## config.mk

```make
export PLATFORM = sky130hd
export DESIGN_NAME = mult_hilo_ctrl_flat
export DESIGN_NICKNAME = d
export VERILOG_FILES = /design/src/rtl/mult_hilo_ctrl_if.sv /design/src/rtl/mult_hilo_ctrl.sv /design/src/flat_wrapper.sv
export SDC_FILE = /design/constraint.sdc
export NUM_CORES = 1
export LEC_CHECK = 0
export CAP_MARGIN = 20
export CORE_MARGIN = 1.5
export CORE_UTILIZATION = 30
export DETAILED_ROUTE_END_ITERATION = 6
export SLEW_MARGIN = 25
export SYNTH_ARGS = -nofsm -noshare
export SYNTH_HDL_FRONTEND = slang
export SYNTH_SLANG_ARGS = --single-unit
```

## constraint.sdc

```tcl
create_clock -name clk -period 3.6 [get_ports clk]
set_input_delay 0.54 -clock clk [delete_from_list [all_inputs] [get_ports clk]]
set_output_delay 0.54 -clock clk [all_outputs]
set_load 0.1 [all_outputs]
```

## src/rtl/mult_hilo_ctrl_if.sv

```systemverilog
// Bundle between the EX-stage HI/LO controller, the pipeline, and the Booth multiplier.
// slave = controller side; master = pipeline plus multiplier side.
interface mult_hilo_ctrl_if #(
   parameter int DW = 32,
   parameter int MW = 16
);
   logic            op_valid;
   logic [2:0]      op;
   logic [DW-1:0]   rs_val;
   logic [DW-1:0]   rt_val;
   logic            stall;
   logic [DW-1:0]   rd_data;
   logic [MW-1:0]   mul_a;
   logic [MW-1:0]   mul_b;
   logic            mul_start;
   logic            mul_ready;
   logic [2*MW-1:0] mul_result;
   logic            busy;
   logic            err;

   modport slave (
      input  op_valid, op, rs_val, rt_val, mul_ready, mul_result,
      output stall, rd_data, mul_a, mul_b, mul_start, busy, err
   );

   modport master (
      output op_valid, op, rs_val, rt_val, mul_ready, mul_result,
      input  stall, rd_data, mul_a, mul_b, mul_start, busy, err
   );
endinterface

```

## src/rtl/mult_hilo_ctrl.sv

```systemverilog
// EX-stage HI/LO controller: launches the Booth multiplier, captures its product into HI/LO,
// serves MFHI/MFLO/MTHI/MTLO and stalls HI/LO-dependent ops while a multiply is in flight.
module mult_hilo_ctrl #(
   parameter int DW      = 32,
   parameter int MW      = 16,
   parameter int TIMEOUT = 64
) (
   input logic            clk,
   input logic            rst_n,
   mult_hilo_ctrl_if.slave bus
);
   localparam int CW = $clog2(TIMEOUT + 1);

   localparam logic [0:0] ST_IDLE = 1'b0;
   localparam logic [0:0] ST_BUSY = 1'b1;

   localparam logic [2:0] OP_MULT = 3'b000;
   localparam logic [2:0] OP_MFHI = 3'b001;
   localparam logic [2:0] OP_MFLO = 3'b010;
   localparam logic [2:0] OP_MTHI = 3'b011;
   localparam logic [2:0] OP_MTLO = 3'b100;

   logic [0:0]    state_q, state_d;
   logic [DW-1:0] hi_q, hi_d;
   logic [DW-1:0] lo_q, lo_d;
   logic [MW-1:0] mul_a_q, mul_a_d;
   logic [MW-1:0] mul_b_q, mul_b_d;
   logic [CW-1:0] cnt_q, cnt_d;
   logic          ready_q, ready_d;
   logic          err_q, err_d;

   logic          in_busy;
   logic          hilo_op;
   logic          stall;
   logic          accept;
   logic          capture;
   logic          expired;
   logic [DW-1:0] rd_data;

   // Operand bits above MW are deliberately dropped.
   logic unused_operand_bits;
   assign unused_operand_bits = ^{bus.rs_val[DW-1:MW], bus.rt_val[DW-1:MW]};

   assign in_busy = (state_q == ST_BUSY);
   assign hilo_op = bus.op_valid && (bus.op <= OP_MTLO);
   assign stall   = hilo_op && in_busy;
   assign accept  = bus.op_valid && !stall;
   // Only a fresh rising edge of ready counts, so a level left high from before is ignored.
   assign capture = in_busy && bus.mul_ready && !ready_q;
   assign expired = (cnt_q == CW'(TIMEOUT - 1));

   always_comb begin
      state_d = state_q;
      hi_d    = hi_q;
      lo_d    = lo_q;
      mul_a_d = mul_a_q;
      mul_b_d = mul_b_q;
      cnt_d   = cnt_q;
      ready_d = bus.mul_ready;
      err_d   = err_q;

      case (state_q)
         ST_IDLE: begin
            if (accept) begin
               case (bus.op)
                  OP_MULT: begin
                     mul_a_d = bus.rs_val[MW-1:0];
                     mul_b_d = bus.rt_val[MW-1:0];
                     cnt_d   = '0;
                     state_d = ST_BUSY;
                  end
                  OP_MTHI: hi_d = bus.rs_val;
                  OP_MTLO: lo_d = bus.rs_val;
                  default: ;
               endcase
            end
         end
         default: begin
            cnt_d = cnt_q + CW'(1);
            // Capture has priority over a timeout on the same edge.
            if (capture) begin
               lo_d    = DW'($signed(bus.mul_result));
               hi_d    = {DW{bus.mul_result[2*MW-1]}};
               state_d = ST_IDLE;
            end else if (expired) begin
               err_d   = 1'b1;
               state_d = ST_IDLE;
            end
         end
      endcase
   end

   always_comb begin
      rd_data = '0;
      if (accept && bus.op == OP_MFHI) begin
         rd_data = hi_q;
      end else if (accept && bus.op == OP_MFLO) begin
         rd_data = lo_q;
      end
   end

   always_ff @(posedge clk or negedge rst_n) begin
      if (!rst_n) begin
         state_q <= ST_IDLE;
         hi_q    <= '0;
         lo_q    <= '0;
         mul_a_q <= '0;
         mul_b_q <= '0;
         cnt_q   <= '0;
         ready_q <= 1'b0;
         err_q   <= 1'b0;
      end else begin
         state_q <= state_d;
         hi_q    <= hi_d;
         lo_q    <= lo_d;
         mul_a_q <= mul_a_d;
         mul_b_q <= mul_b_d;
         cnt_q   <= cnt_d;
         ready_q <= ready_d;
         err_q   <= err_d;
      end
   end

   assign bus.stall     = stall;
   assign bus.rd_data   = rd_data;
   assign bus.mul_a     = mul_a_q;
   assign bus.mul_b     = mul_b_q;
   assign bus.mul_start = in_busy;
   assign bus.busy      = in_busy;
   assign bus.err       = err_q;
endmodule

```

## src/flat_wrapper.sv

```systemverilog
// flat-port wrapper written by rule: the top's interface ports become plain ports
module mult_hilo_ctrl_flat 
#(
   parameter int DW      = 32,
   parameter int MW      = 16,
   parameter int TIMEOUT = 64
)
  (clk, rst_n, bus_op_valid, bus_op, bus_rs_val, bus_rt_val, bus_mul_ready, bus_mul_result, bus_stall, bus_rd_data, bus_mul_a, bus_mul_b, bus_mul_start, bus_busy, bus_err);
  mult_hilo_ctrl_if #(.DW(DW), .MW(MW)) bus_i ();
  input logic clk;
  input logic rst_n;
  input wire logic [$bits(bus_i.op_valid)-1:0] bus_op_valid;
  input wire logic [$bits(bus_i.op)-1:0] bus_op;
  input wire logic [$bits(bus_i.rs_val)-1:0] bus_rs_val;
  input wire logic [$bits(bus_i.rt_val)-1:0] bus_rt_val;
  input wire logic [$bits(bus_i.mul_ready)-1:0] bus_mul_ready;
  input wire logic [$bits(bus_i.mul_result)-1:0] bus_mul_result;
  output wire logic [$bits(bus_i.stall)-1:0] bus_stall;
  output wire logic [$bits(bus_i.rd_data)-1:0] bus_rd_data;
  output wire logic [$bits(bus_i.mul_a)-1:0] bus_mul_a;
  output wire logic [$bits(bus_i.mul_b)-1:0] bus_mul_b;
  output wire logic [$bits(bus_i.mul_start)-1:0] bus_mul_start;
  output wire logic [$bits(bus_i.busy)-1:0] bus_busy;
  output wire logic [$bits(bus_i.err)-1:0] bus_err;
  assign bus_i.op_valid = bus_op_valid;
  assign bus_i.op = bus_op;
  assign bus_i.rs_val = bus_rs_val;
  assign bus_i.rt_val = bus_rt_val;
  assign bus_i.mul_ready = bus_mul_ready;
  assign bus_i.mul_result = bus_mul_result;
  assign bus_stall = bus_i.stall;
  assign bus_rd_data = bus_i.rd_data;
  assign bus_mul_a = bus_i.mul_a;
  assign bus_mul_b = bus_i.mul_b;
  assign bus_mul_start = bus_i.mul_start;
  assign bus_busy = bus_i.busy;
  assign bus_err = bus_i.err;
  mult_hilo_ctrl #(.DW(DW), .MW(MW), .TIMEOUT(TIMEOUT)) u_core (.clk(clk), .rst_n(rst_n), .bus(bus_i));
endmodule
```

# Word level (Yosys, flattened, before mapping)
# Cells that the tools add are included.
# op_classes
addsub	1
magnitude_cmp	1
n_eq_ne	6
n_mux	18
bitwise_logic	2
n_reduce_logical	19
# op_table
op	count
2-to-1 mux 32 bit	10
2-to-1 mux 7 bit	3
AND reduction 3 bit	4
nonzero test 2 bit	4
adder 7 x 1 -> 7 bit (second input constant)	1
equality test 7 x 6 -> 1 bit (second input constant)	1
logical AND 1 bit	7
equality test 3 x 2 -> 1 bit (second input constant)	2
2-to-1 mux 1 bit	5
equality test 3 x 1 -> 1 bit (second input constant)	1
equality test 3 bit (second input constant)	1
<= comparator 3 bit (second input constant)	1
zero test 3 bit	1
zero test 1 bit	2
!= test 2 bit (second input constant)	1
inverter 1 bit	2
AND reduction 2 bit	1
# totals
register_bits	106
inputBits	103
out_inout_bits	68
wordCells	55

# Longest topological paths before layout
# Gate-level depths: netlist of run 1.
# logic_depth
ltp_word	8
mapped_depth	6
ltp_nobuf	4

# Least setup slack after synthesis of run 1
# No wires, ideal clock.
# synth_path
path_type	register to output
startpoint	reg u_core.state_q (netlist: u_core.bus.busy)
endpoint	out bus_stall
arrival_time_ps	3114
required_time_ps	3060
path_slack_ps	-54
stages_incl_launch_ff	6
n_path_buf	3
path_cell_list	dfrtp_1 buf_6 buf_2 clkbuf_1 nand2_1 a21oi_1
# synth_between
elab_chain_cells	1
# synth_rtl
element	line	source
start: declaration	mult_hilo_ctrl.sv:23	logic [0:0] state_q, state_d;
start signal: assignment	mult_hilo_ctrl.sv:113	state_q <= state_d;
logical AND 1 bit	mult_hilo_ctrl.sv:46	assign stall = hilo_op && in_busy;
end: declaration	flat_wrapper.sv:18	output wire logic [$bits(bus_i.stall)-1:0] bus_stall;
# Every way passes these cells.

# Worst setup path in the final report of run 1
# layout_path
startpoint	in bus_op_valid
endpoint	out bus_rd_data[5]
# layout_between
elab_chain_cells	7
elab_cells_between_ends	8
cone_classes	mux: 2; reduce/logical: 6
# layout_rtl
element	line	source
start: declaration	flat_wrapper.sv:12	input wire logic [$bits(bus_i.op_valid)-1:0] bus_op_valid;
logical AND 1 bit	mult_hilo_ctrl.sv:45	assign hilo_op = bus.op_valid && (bus.op <= OP_MTLO);
logical AND 1 bit	mult_hilo_ctrl.sv:46	
zero test 1 bit	mult_hilo_ctrl.sv:47	assign accept = bus.op_valid && !stall;
logical AND 1 bit *	mult_hilo_ctrl.sv:47	
logical AND 1 bit	mult_hilo_ctrl.sv:97	end else if (accept && bus.op == OP_MFLO) begin
2-to-1 mux 32 bit	mult_hilo_ctrl.sv:97	
2-to-1 mux 32 bit *	mult_hilo_ctrl.sv:95	if (accept && bus.op == OP_MFHI) begin
end: declaration	flat_wrapper.sv:19	output wire logic [$bits(bus_i.rd_data)-1:0] bus_rd_data;
# Mark *: on every way between the ends. The rest lies on a longest branch, timed or not.

==> impl_metrics.json, run 1 <==
{
  "grt_pass1_vias": 4111,
  "dieArea_mm2": 0.0176,
  "seq_area_mm2": 0.00265,
  "num_rows": 47,
  "grt_usage_pct": 15.6,
  "synth_ff_type": "dfrtp_1",
  "wirelength_um": 13300,
  "highest_layer": "met4",
  "yosys.area.top_type": "dfrtp_1",
  "synth_cell_type_count": 30,
  "die_h_um": 133,
  "root_buffer": "clkbuf_16",
  "place_hpwl_um": 9070,
  "cts_buffers": 9,
  "globalplace.congestion": 0.772,
  "dpl_cell_area_mm2": 0.00707,
  "syn_to_final_growth_pct": 46.6,
  "avgSynthCellArea_um2": 11.1,
  "h-tree-depth": 3,
  "wl_met3_um": 682,
  "worst_slew_pin_slew_ns": 1.03,
  "leakagePower_nw": 3.09,
  "synth-edff-count": 0,
  "fp.dieW_um": 133,
  "finalCriticalPeriod_ns": 3.15,
  "power_density_mw_per_mm2": 615,
  "cts_buffer_depth": 2,
  "drive_gt1_share_pct": 24.7,
  "cts_tree": "done",
  "ir_worst_vdd_uv": 328,
  "ys_seq_area_share_pct": 52.7,
  "fin_area_mm2": 0.00738,
  "power_mw": 4.54,
  "diodes": 0,
  "fin_skew_ns": 0.00352,
  "reg2reg_depth": 5,
  "cts_hold_buf": 0,
  "fin_nets": 693,
  "cts.sinks": 106,
  "r2r_end": "u_core.hi_q[13]",
  "num_io_pins": 171,
  "arrival_ns": 2.61,
  "ys_seq_elements": 106,
  "setup_viol": 0,
  "drt-pass1-iter-count": 4,
  "maxSlewViolCount": 0,
  "rrSetupSlack_ns": 0.97,
  "finalSetupTns_ns": 0,
  "met1_length_um": 6190,
  "fmax_ghz": 0.317,
  "fin_util_pct": 44.8,
  "synth_warnings": 0,
  "async_reset_ff_share_pct": 100,
  "status": "finished clean",
  "multi_input_area_mm2": 0.00206,
  "hold_violations": 0,
  "grt_max_degree": 83,
  "cp-end-kind": "output pin",
  "period_share_pct": 87.6,
  "cts_resized": 0,
  "drt_iter0_drc": 211,
  "antenna_found_initial": 0,
  "fillers": 1540,
  "synth_nets": 556,
  "rr_startpoint": "u_core.bus.busy",
  "grt.overflow.total": 0,
  "required_ns": 3.06,
  "syn_inst": 452,
  "clock_latency_ns": 0.34,
  "hold-worst-slack_ns": 0.268,
  "route.detailed.drc": 0,
  "netlist.area_leader.share_pct": 52.7,
  "grt_pass1_wl_um": 21800,
  "wl_per_cell_um": 16.4,
  "critical_path_class": "in2out",
  "crit_path_max_fanout": 32,
  "relSlewSlack_pct": 31.1,
  "port-buffer-count": 154,
  "cp-start-kind": "input pin",
  "cts_setup_buffers": 0,
  "clkTransAtPathRegs_ns": 0.07,
  "synth_area_mm2": 0.00504,
  "ys_top_cells_by_area": "dfrtp_1 (53%), mux2_2 (18%), o21ai_0 (9.8%), a22o_1 (5.9%), inv_1 (2.7%)",
  "coreArea_mm2": 0.0165,
  "vias": 3962,
  "avgViaCountPerCell": 4.87,
  "antenna_left": 0,
  "maxCapViolations": 0,
  "wl_met2_um": 6330,
  "rsz0062_at_grt": "no",
  "holdCritPathClass": "in2async",
  "start_util_pct": 30.6
}
==> layout by cell type (no fill, tap or decap), types with 2 or more instances in the layout <==
| cell | netlist | layout |
|---|---|---|
| o221ai_1 | 2 | 2 |
| buf_4 | 1 | 7 |
| clkbuf_16 | 0 | 9 |
| nand3_1 | 2 | 2 |
| clkbuf_1 | 17 | 2 |
| clkinv_4 | 0 | 2 |
| o211ai_1 | 2 | 2 |
| nand4_1 | 2 | 2 |
| nor3b_4 | 2 | 2 |
| o31ai_1 | 2 | 2 |
| buf_12 | 0 | 36 |
| mux2_2 | 81 | 81 |
| nand2_1 | 36 | 35 |
| a22o_1 | 34 | 34 |
| clkdlybuf4s50_1 | 0 | 118 |
| inv_1 | 36 | 36 |
| clkbuf_8 | 0 | 2 |
| o21ai_0 | 99 | 99 |
| dfrtp_1 | 106 | 105 |
==> area by class of cell <==
type                            instances  share of cell area (%)
Multi-Input combinational cell        275                    27.9
Timing Repair Buffer                  161                    26.5
Sequential cell                       106                    35.9
Tap cell                              220                    3.73
Clock buffer                           13                    3.52
Clock inverter                          3                   0.644
Inverter                               36                    1.83
==> routing by layer <==
layer | track usage [%] | vias to the layer above
met2 | 25.5 | 111
met4 | 3.85 | 0
met5 | 0 | -
met3 | 3.79 | 10
met1 | 20.8 | 1977
li1 | - | 1864
==> critical path, stage by stage <==
cell,delay [ns]
clkdlybuf4s50_1,0.54
or3b_4,0.55
nor3b_4,0.27
buf_12,0.24
a22o_1,0.26
buf_12,0.20
==> through the flow <==
step,std cells,setup WS (ns)
5_1_grt,814,0.375
4_1_cts,814,0.455
6_report,814,0.445
2_1_floorplan,452,0.371
3_3_place_gp,798,0.491
3_5_place_dp,798,0.480
==> kinds of logic (layout without fill, tap and decap cells) <==
family | count (synthesis) | after routing | synth area share [%]
DFF | 106 | 106 | 52.7
muxes | 81 | 81 | 18.1
AOI/OAI and AO/OA | 144 | 144 | 17.5
buffers and inverters | 71 | 213 | 6.61
and+or+nand+nor | 48 | 48 | 4.72
xor gates and xnor gates | 1 | 1 | 0.174
adders and majority gates | 1 | 1 | 0.248
==> worst max-delay path by stage <==
stage | startpoint | endpoint | slack (ns) | cells after the start
after global routing | bus_op_valid | bus_rd_data[5] | 0.38 | 6
after detailed placement | bus_op_valid | bus_rd_data[5] | 0.48 | 6
after floorplan | u_core.bus.busy | bus_rd_data[10] | 0.37 | 5
after CTS | bus_op_valid | bus_rd_data[5] | 0.46 | 6
after global placement | bus_op_valid | bus_rd_data[5] | 0.49 | 6
final | bus_op_valid | bus_rd_data[5] | 0.45 | 6
==> cell usage after synthesis, drive strengths merged, types with 2 or more instances <==
| library cell | number |
|---|---|
| mux2 | 81 |
| a22o | 34 |
| o31ai | 2 |
| nand3 | 2 |
| dfrtp | 106 |
| buf | 18 |
| nand2 | 36 |
| o221ai | 2 |
| inv | 36 |
| o21ai | 99 |
| clkbuf | 17 |
| nand4 | 2 |
| nor3b | 3 |
| o211ai | 2 |
==> report_power, final <==
group	total [mW]	internal [mW]	switching, mW
combinational	1.75	0.632	1.12
sequential	1.78	1.57	0.215
clock	1.01	0.581	0.429
==> flip-flops by register name, indices dropped and copies added, names as in the netlist <==
register and flops:
u_core.lo_q 32, u_core.bus.mul_b 16, u_core.bus.err 1, u_core.cnt_q 7
u_core.hi_q 32, u_core.bus.mul_a 16, u_core.bus.busy 1, u_core.ready_q 1
Power figures use the tool's default switching activity.
==> run 2, diff against run 1 <==
--- a/config.mk
+++ b/config.mk
@@ -9,6 +9,7 @@
 export CORE_MARGIN = 1.5
 export CORE_UTILIZATION = 30
 export DETAILED_ROUTE_END_ITERATION = 6
+export SKIP_LAST_GASP = 1
 export SLEW_MARGIN = 25
 export SYNTH_ARGS = -nofsm -noshare
 export SYNTH_HDL_FRONTEND = slang
==> results of run 2 <==
No change in the layout: final DEF, timing and power equal those of run 1.
==> run 3, diff against run 2 <==
--- a/config.mk
+++ b/config.mk
@@ -9,6 +9,7 @@
 export CORE_MARGIN = 1.5
 export CORE_UTILIZATION = 30
 export DETAILED_ROUTE_END_ITERATION = 6
+export GPL_ROUTABILITY_DRIVEN = 0
 export SKIP_LAST_GASP = 1
 export SLEW_MARGIN = 25
 export SYNTH_ARGS = -nofsm -noshare
==> results of run 3 <==
No change in the layout: final DEF, timing and power equal those of run 1.
